<file path="config.mk">
export PLATFORM = sky130hd
export DESIGN_NAME = instr_decode_queue_flat
export DESIGN_NICKNAME = d
export VERILOG_FILES = /design/src/rtl/instr_decode_queue_if.sv /design/src/rtl/instr_decode_queue.sv /design/src/flat_wrapper.sv
export SDC_FILE = /design/constraint.sdc
export NUM_CORES = 1
export LEC_CHECK = 0
export BUFFER_PORTS_ARGS = -buffer_cell sky130_fd_sc_hd__buf_2
export CAP_MARGIN = 20
export CORE_MARGIN = 2
export CORE_UTILIZATION = 54
export DETAILED_ROUTE_END_ITERATION = 8
export GPL_ROUTABILITY_DRIVEN = 0
export GPL_TIMING_DRIVEN = 1
export PLACE_DENSITY = 0.8
export SLEW_MARGIN = 20
export SYNTH_ARGS = -nofsm -noshare
export SYNTH_HDL_FRONTEND = slang
export SYNTH_SLANG_ARGS = --single-unit
</file>
<file path="constraint.sdc">
create_clock -name CLK -period 3.4 [get_ports CLK]
set_input_delay 0.17 -clock CLK [delete_from_list [all_inputs] [get_ports CLK]]
set_output_delay 0.17 -clock CLK [all_outputs]
set_load 0.01 [all_outputs]
</file>
<file path="src/rtl/instr_decode_queue_if.sv">
// Handshake bundle between fetch, the instruction decode queue and the control stage.
// IllegalOp exists only when DECODER_ILLEGAL_OP_EN is defined.
interface instr_decode_queue_if #(
  parameter int INSTR_W = 16,
  parameter int OPC_W   = 4,
  parameter int FIELD_W = 4,
  parameter int DEPTH   = 4
);
  localparam int CNT_W = $clog2(DEPTH + 1);

  logic                     InValid;
  logic                     InReady;
  logic [INSTR_W-1:0]       Instr;
  logic                     Flush;
  logic                     OutValid;
  logic                     OutReady;
  logic [OPC_W-1:0]         OpCode;
  logic [FIELD_W-1:0]       OpC;
  logic [FIELD_W-1:0]       OpB;
  logic [FIELD_W-1:0]       OpA;
  logic [INSTR_W-OPC_W-1:0] AddrImm;
  logic [CNT_W-1:0]         Count;
`ifdef DECODER_ILLEGAL_OP_EN
  logic                     IllegalOp;
`endif

  // Queue side
  modport slave (
    input  InValid, Instr, Flush, OutReady,
    output InReady, OutValid, OpCode, OpC, OpB, OpA, AddrImm, Count
`ifdef DECODER_ILLEGAL_OP_EN
    , output IllegalOp
`endif
  );

  // Fetch/consumer side
  modport master (
    output InValid, Instr, Flush, OutReady,
    input  InReady, OutValid, OpCode, OpC, OpB, OpA, AddrImm, Count
`ifdef DECODER_ILLEGAL_OP_EN
    , input IllegalOp
`endif
  );
endinterface

</file>
<file path="src/rtl/instr_decode_queue.sv">
// DEPTH-entry instruction FIFO presenting the head word split into decode fields.
// Optional illegal-opcode flag enabled by defining DECODER_ILLEGAL_OP_EN.
module instr_decode_queue #(
  parameter int                  INSTR_W      = 16,
  parameter int                  OPC_W        = 4,
  parameter int                  FIELD_W      = 4,
  parameter int                  DEPTH        = 4,
  parameter logic [2**OPC_W-1:0] ILLEGAL_MASK = '0
) (
  input  logic                 CLK,
  input  logic                 RST_N,
  instr_decode_queue_if.slave  bus
);
  localparam int PTR_W  = $clog2(DEPTH);
  localparam int CNT_W  = $clog2(DEPTH + 1);
  localparam int ADDR_W = INSTR_W - OPC_W;

  if (INSTR_W != OPC_W + 3 * FIELD_W) begin : g_bad_width
    $error("instr_decode_queue: INSTR_W must equal OPC_W + 3*FIELD_W");
  end
  if (DEPTH < 2 || (DEPTH & (DEPTH - 1)) != 0) begin : g_bad_depth
    $error("instr_decode_queue: DEPTH must be a power of two >= 2");
  end
  if ($bits(ILLEGAL_MASK) != 2 ** OPC_W) begin : g_bad_mask
    $error("instr_decode_queue: ILLEGAL_MASK needs one bit per opcode");
  end

  logic [INSTR_W-1:0] r_mem [DEPTH];
  logic [PTR_W-1:0]   r_rd_ptr;
  logic [PTR_W-1:0]   r_wr_ptr;
  logic [CNT_W-1:0]   r_count;

  logic               w_in_ready;
  logic               w_out_valid;
  logic               w_push;
  logic               w_pop;
  logic [INSTR_W-1:0] w_head;
  logic [INSTR_W-1:0] w_fields;

  // Ready depends only on stored occupancy, never on OutReady.
  assign w_in_ready  = (r_count != CNT_W'(DEPTH));
  assign w_out_valid = (r_count != '0);
  assign w_push      = bus.InValid & w_in_ready;
  assign w_pop       = w_out_valid & bus.OutReady;

  always_ff @(posedge CLK or negedge RST_N) begin
    if (!RST_N) begin
      r_rd_ptr <= '0;
      r_wr_ptr <= '0;
      r_count  <= '0;
    end else if (bus.Flush) begin
      r_rd_ptr <= '0;
      r_wr_ptr <= '0;
      r_count  <= '0;
    end else begin
      if (w_push) r_wr_ptr <= r_wr_ptr + 1'b1;
      if (w_pop)  r_rd_ptr <= r_rd_ptr + 1'b1;
      case ({w_push, w_pop})
        2'b10:   r_count <= r_count + 1'b1;
        2'b01:   r_count <= r_count - 1'b1;
        default: r_count <= r_count;
      endcase
    end
  end

  // Storage has no reset; occupancy alone decides what is visible.
  always_ff @(posedge CLK) begin
    if (w_push && !bus.Flush) r_mem[r_wr_ptr] <= bus.Instr;
  end

  assign w_head   = r_mem[r_rd_ptr];
  assign w_fields = w_out_valid ? w_head : '0;

  assign bus.InReady  = w_in_ready;
  assign bus.OutValid = w_out_valid;
  assign bus.Count    = r_count;
  assign bus.OpCode   = w_fields[INSTR_W-1 -: OPC_W];
  assign bus.OpC      = w_fields[INSTR_W-OPC_W-1 -: FIELD_W];
  assign bus.OpB      = w_fields[2*FIELD_W-1 -: FIELD_W];
  assign bus.OpA      = w_fields[FIELD_W-1:0];
  assign bus.AddrImm  = w_fields[ADDR_W-1:0];

`ifdef DECODER_ILLEGAL_OP_EN
  assign bus.IllegalOp = w_out_valid & ILLEGAL_MASK[w_fields[INSTR_W-1 -: OPC_W]];
`endif
endmodule

</file>
<file path="src/flat_wrapper.sv">
// flat-port wrapper written by rule: the top's interface ports become plain ports
module instr_decode_queue_flat 
#(
  parameter int                  INSTR_W      = 16,
  parameter int                  OPC_W        = 4,
  parameter int                  FIELD_W      = 4,
  parameter int                  DEPTH        = 4,
  parameter logic [2**OPC_W-1:0] ILLEGAL_MASK = '0
)
  (CLK, RST_N, bus_InValid, bus_Instr, bus_Flush, bus_OutReady, bus_InReady, bus_OutValid, bus_OpCode, bus_OpC, bus_OpB, bus_OpA, bus_AddrImm, bus_Count);
  instr_decode_queue_if #(.INSTR_W(INSTR_W), .OPC_W(OPC_W), .FIELD_W(FIELD_W), .DEPTH(DEPTH)) bus_i ();
  input  logic CLK;
  input  logic RST_N;
  input wire logic [$bits(bus_i.InValid)-1:0] bus_InValid;
  input wire logic [$bits(bus_i.Instr)-1:0] bus_Instr;
  input wire logic [$bits(bus_i.Flush)-1:0] bus_Flush;
  input wire logic [$bits(bus_i.OutReady)-1:0] bus_OutReady;
  output wire logic [$bits(bus_i.InReady)-1:0] bus_InReady;
  output wire logic [$bits(bus_i.OutValid)-1:0] bus_OutValid;
  output wire logic [$bits(bus_i.OpCode)-1:0] bus_OpCode;
  output wire logic [$bits(bus_i.OpC)-1:0] bus_OpC;
  output wire logic [$bits(bus_i.OpB)-1:0] bus_OpB;
  output wire logic [$bits(bus_i.OpA)-1:0] bus_OpA;
  output wire logic [$bits(bus_i.AddrImm)-1:0] bus_AddrImm;
  output wire logic [$bits(bus_i.Count)-1:0] bus_Count;
  assign bus_i.InValid = bus_InValid;
  assign bus_i.Instr = bus_Instr;
  assign bus_i.Flush = bus_Flush;
  assign bus_i.OutReady = bus_OutReady;
  assign bus_InReady = bus_i.InReady;
  assign bus_OutValid = bus_i.OutValid;
  assign bus_OpCode = bus_i.OpCode;
  assign bus_OpC = bus_i.OpC;
  assign bus_OpB = bus_i.OpB;
  assign bus_OpA = bus_i.OpA;
  assign bus_AddrImm = bus_i.AddrImm;
  assign bus_Count = bus_i.Count;
  instr_decode_queue #(.INSTR_W(INSTR_W), .OPC_W(OPC_W), .FIELD_W(FIELD_W), .DEPTH(DEPTH), .ILLEGAL_MASK(ILLEGAL_MASK)) u_core (.CLK(CLK), .RST_N(RST_N), .bus(bus_i));
endmodule
</file>
Word level (Yosys, flattened, before mapping)
Memory sizes are Yosys's and may differ from the RTL's.
Index checks and enable logic that the tools add are counted.
{ "totals": {"register_bits": 7, "ram_bits": 64, "input_bits": 21, "output_inout_bits": 33, "elab_cells": 28, "mem_count": 1} }
{ "mem_list": {"columns": ["name", "depth", "width", "read_ports", "rd_clocked_by_memory_dff", "wr", "line_no", "source"], "rows": [
  ["u_core.r_mem", 4, 16, 1, 0, 1, "instr_decode_queue.sv:28", "logic [INSTR_W-1:0] r_mem [DEPTH];"]
]} }
{ "classes": {"n_addsub": 4, "n_eq_ne": 3, "mux": 9, "bitwise": 2, "reduce_logical": 6} }
{ "op_table": {"columns": ["op", "n"], "rows": [
  ["$mux W16", 1],
  ["$mux W2", 4],
  ["$pmux W3 S2", 1],
  ["$reduce_bool A3 Y1", 2],
  ["$add A2 B1 Y2 const B", 2],
  ["$reduce_bool A2 Y1", 2],
  ["$add A3 B1 Y3 const B", 1],
  ["$mux W3", 1],
  ["$ne A3 B3 Y1 const B", 1],
  ["$sub A3 B1 Y3 const B", 1],
  ["$and A1 B1 Y1", 2],
  ["$eq A2 B1 Y1 const B", 1],
  ["$eq A2 B2 Y1 const B", 1],
  ["$mux W1", 2],
  ["$logic_and A1 B1 Y1", 1],
  ["$logic_not A1 Y1", 1]
]} }

Logic depth before layout (Yosys ltp)
{ "logic_depth": {"ltp_word": 5, "ltp_mapped": 8, "ltp_nobuf": 6} }

Worst setup path after synthesis
No wires, ideal clock.
{ "synth_path": {"path_type": "register to register", "startpoint": "register u_core.r_count[0] (netlist: u_core.bus.Count[0])", "endpoint": "register u_core.r_count[2] (netlist: u_core.bus.Count[2])", "setup_time_ns": 0.082, "arrival_ns": 2.526, "required_ns": 3.318, "setup_slack_ns": 0.792, "path_stages_with_launch": 9, "n_path_buf": 2, "synth_period_minus_slack_ns": 2.608, "path_cell_list": "dfrtp_1 > buf_4 > or3_1 > clkbuf_1 > and3_1 > fa_1 > or4b_1 > a21o_1 > a31oi_1"} }
{ "synth_via": {"elab_chain_cells": 5, "word_cells_on_any_way": 11, "cone_classes": "add/sub: 2; eq/ne: 3; mux: 2; bitwise: 2; reduce/logical: 2"} }
{ "synth_rtl": {"columns": ["element", "line_no", "source"], "rows": [
  ["start: declaration", "instr_decode_queue.sv:31", "logic [CNT_W-1:0] r_count;"],
  ["start signal: assignment", "instr_decode_queue.sv:59", "2'b10: r_count <= r_count + 1'b1;"],
  ["start signal: assignment", "instr_decode_queue.sv:60", "2'b01: r_count <= r_count - 1'b1;"],
  ["start signal: assignment", "instr_decode_queue.sv:61", "default: r_count <= r_count;"],
  ["$ne A3 B3 Y1 / $reduce_bool A3 Y1 (equally long branches)", "instr_decode_queue.sv:41, instr_decode_queue.sv:42", null],
  ["$and A1 B1 Y1 (on tied branches)", "instr_decode_queue.sv:43, instr_decode_queue.sv:44", null],
  ["$eq A2 B1 Y1 / $eq A2 B2 Y1 (equally long branches)", "instr_decode_queue.sv:58", "case ({w_push, w_pop})"],
  ["$pmux W3 S2", "instr_decode_queue.sv:58", null],
  ["$mux W3", "instr_decode_queue.sv:51", "end else if (bus.Flush) begin"]
]} }
Several ways; a longest one is shown, not always the timed one.
A chain may end at the register's enable or synchronous reset.

Final worst setup path
Ends and elaborated chain as after synthesis.

==> metrics.yaml <==
cts_sinks: 71
syn_nets: 205
netlist_instances: 179
path_clk_slew_ns: 0.07
crit_path_start_kind: "register"
finalCritPeriodShare: 0.7384
dr.first_iter.drc_count: 75
fill_cells: 397
synthTopCellsByArea: "edfxtp_1, mux4_2, dfrtp_1"
drive_gt1_frac: 0.3609
num_vias: 1599
end_kind: "register"
worstSkewPairLatency_ns: 0.33
min_path_type: "in -> reg"
synth_seq_cells: 71
hold_viol_final: 0
cp_max_fo: 11
dp_slack_ns: 0.9244
max_slew_margin: 0.4484
die_width_um: 79.32
drc_errors: 0
postRouteWirelength_um: 5083
viasPerCell: 5.295
clockBufferDepth: 2
crit_required_ns: 3.65
core_um2: 5507
clock-skew-final_ns: 0.004150
ir_worst_vdd_v: 0.0003052
first_pass_iters: 4
grt_pass1_wl_um: 8211
status: "finished clean"
cts_inserted_buffers: 9
tightest_slew_ns: 0.8275
row_count: 27
syn2layout_area_growth_pct: 13.85
synth.avg_cell_area_um2: 17.11
drv_slew: 0
rsz0062_at_grt: "no"
setup_viol: 0
postCtsResizedCells: 0
postLayoutSetupSlackWorst_ns: 0.8893
overflow: 0
die_y_um: 79.32
leakage_nw: 1.302
track_usage: 0.1826
netlist_area_um2: 3063
synth_cell_type_count: 32
grt_pass1_vias: 1562
htree_levels: 3
dpl.hpwl_um: 3261
power.density_nw_per_um2: 585.2
port_buffers: 53
n_antenna_cell: 0
synth_area_leader_cell: "edfxtp_1"
cts_tree: "yes"
die_area_um2: 6291
ioPinCount: 54
seq_area_frac_synth: 0.6846
critPathKind: "reg -> reg"
ant_nets: 0
antenna_found_initial: 0
fin_tns_setup_ns: 0
post-route-min-period_ns: 2.511
synth_top_area_share: 0.6275
nets: 251
synth-warning-count: 0
cts-root-buf: "clkbuf_8"
wl_per_cell_um: 16.83
initial_core_util: 0.5562
drv_cap: 0
clock.fmax_mhz: 398.3
cp.arrival_ns: 2.77
grt_max_degree: 20
-- path summary, 6_finish.rpt --
path	from	slack [ns]	to	cells after the start
min in group asynchronous	RST_N	0.22	u_core.bus.Count[2]	2
worst min-delay path	bus_Instr[0]	0.05	u_core.r_mem[1][0]	1
max in group asynchronous	RST_N	3.01	u_core.bus.Count[1]	2
worst max register to register	u_core.bus.Count[0]	0.89	u_core.bus.Count[2]	6
worst max-delay path	u_core.bus.Count[0]	0.89	u_core.bus.Count[2]	6
worst min register to register	u_core.r_wr_ptr[1]	0.58	u_core.r_wr_ptr[1]	2
-- per-stage QoR --
stage / hold WS [ns] / util / std cells / power [mW] / instance area [µm²]
after detailed placement: 0.01783 / 0.5976 / 285 / 1.430 / 3291
after global routing: 0.03861 / 0.6333 / 302 / 2.140 / 3487
after global placement: 0.01590 / 0.5976 / 285 / 1.419 / 3291
after CTS: 0.03774 / 0.6333 / 302 / 2.058 / 3487
final: 0.05026 / 0.6333 / 302 / 2.041 / 3487
after floorplan: -0.1256 / - / 179 / 1.331 / 3063
-- kinds of logic after synthesis --
group,Yosys count,share of synthesized area
xor+xnor,5,0.01430
mux,16,0.1176
fa+ha+maj,5,0.02288
simple gates,47,0.08824
flops,71,0.6846
compound gates,11,0.02206
buf+inv,24,0.05024
-- per-layer routing --
layer | routed length [µm] | up-vias | track usage
li1 | - | 759 | -
met1 | 2141 | 790 | 0.2343
met2 | 2594 | 43 | 0.2949
met3 | 265 | 7 | 0.05455
met4 | 82 | 0 | 0.07241
met5 | 0 | - | 0
-- cell usage after synthesis, drive strengths merged --
cell type,instances
edfxtp,64
and2,20
buf,18
mux4,16
dfrtp,7
nor2,7
nand2,5
nand3,5
a21oi,4
ha,4
clkbuf,3
inv,3
xor2,3
a21o,2
o21ai,2
or3,2
xnor2,2
a2111oi,1
a31oi,1
and3,1
and3b,1
fa,1
nand2b,1
nor2b,1
nor3b,1
nor4,1
o211ai,1
or3b,1
or4b,1
-- registers in the layout, indices dropped and copies added (netlist names) --
name / flops
u_core.r_mem: 64
u_core.bus.Count: 3
u_core.r_rd_ptr: 2
u_core.r_wr_ptr: 2
-- what timing repair did --
| action | in CTS | in global routing |
|---|---|---|
| buffers inserted | 0 | 0 |
| hold endpoints to repair | 7 | 0 |
| hold buffers | 1 | 0 |
-- power by group --
group          switching (mW)  internal [mW]
Sequential             0.0350          0.992
Combinational           0.197          0.183
Clock                   0.276          0.358
Total                   0.507           1.53
-- area by class of cell --
class | instances | area (µm²) | area share
clock buffer | 14 | 152.6 | 0.04377
tap | 72 | 90.09 | 0.02583
timing repair buffer | 56 | 290.3 | 0.08324
sequential | 71 | 2097 | 0.6014
inverter | 3 | 11.26 | 0.003229
clock inverter | 2 | 33.78 | 0.009688
multi-input combinational | 84 | 812.0 | 0.2329
-- cells in the final DEF (no fill, tap or decap), types with 3 or more instances in the layout --
cell | synthesis | layout
a21oi_1 | 4 | 4
and2_1 | 20 | 20
buf_2 | 3 | 53
clkbuf_1 | 3 | 4
clkbuf_8 | 0 | 10
dfrtp_1 | 7 | 7
edfxtp_1 | 64 | 64
ha_1 | 4 | 4
inv_1 | 3 | 3
mux4_2 | 16 | 16
nand2_1 | 5 | 5
nand3_1 | 5 | 5
nor2_1 | 6 | 6
xor2_1 | 3 | 3
-- critical path, cell delays in order, from the launching register on --
cell and delay (ns):
dfrtp_1 0.50, or3_1 0.42, and3_1 0.21, fa_1 0.42, or4b_1 0.54, a21o_1 0.19, a31oi_1 0.15
Power figures use the tool's default switching activity.
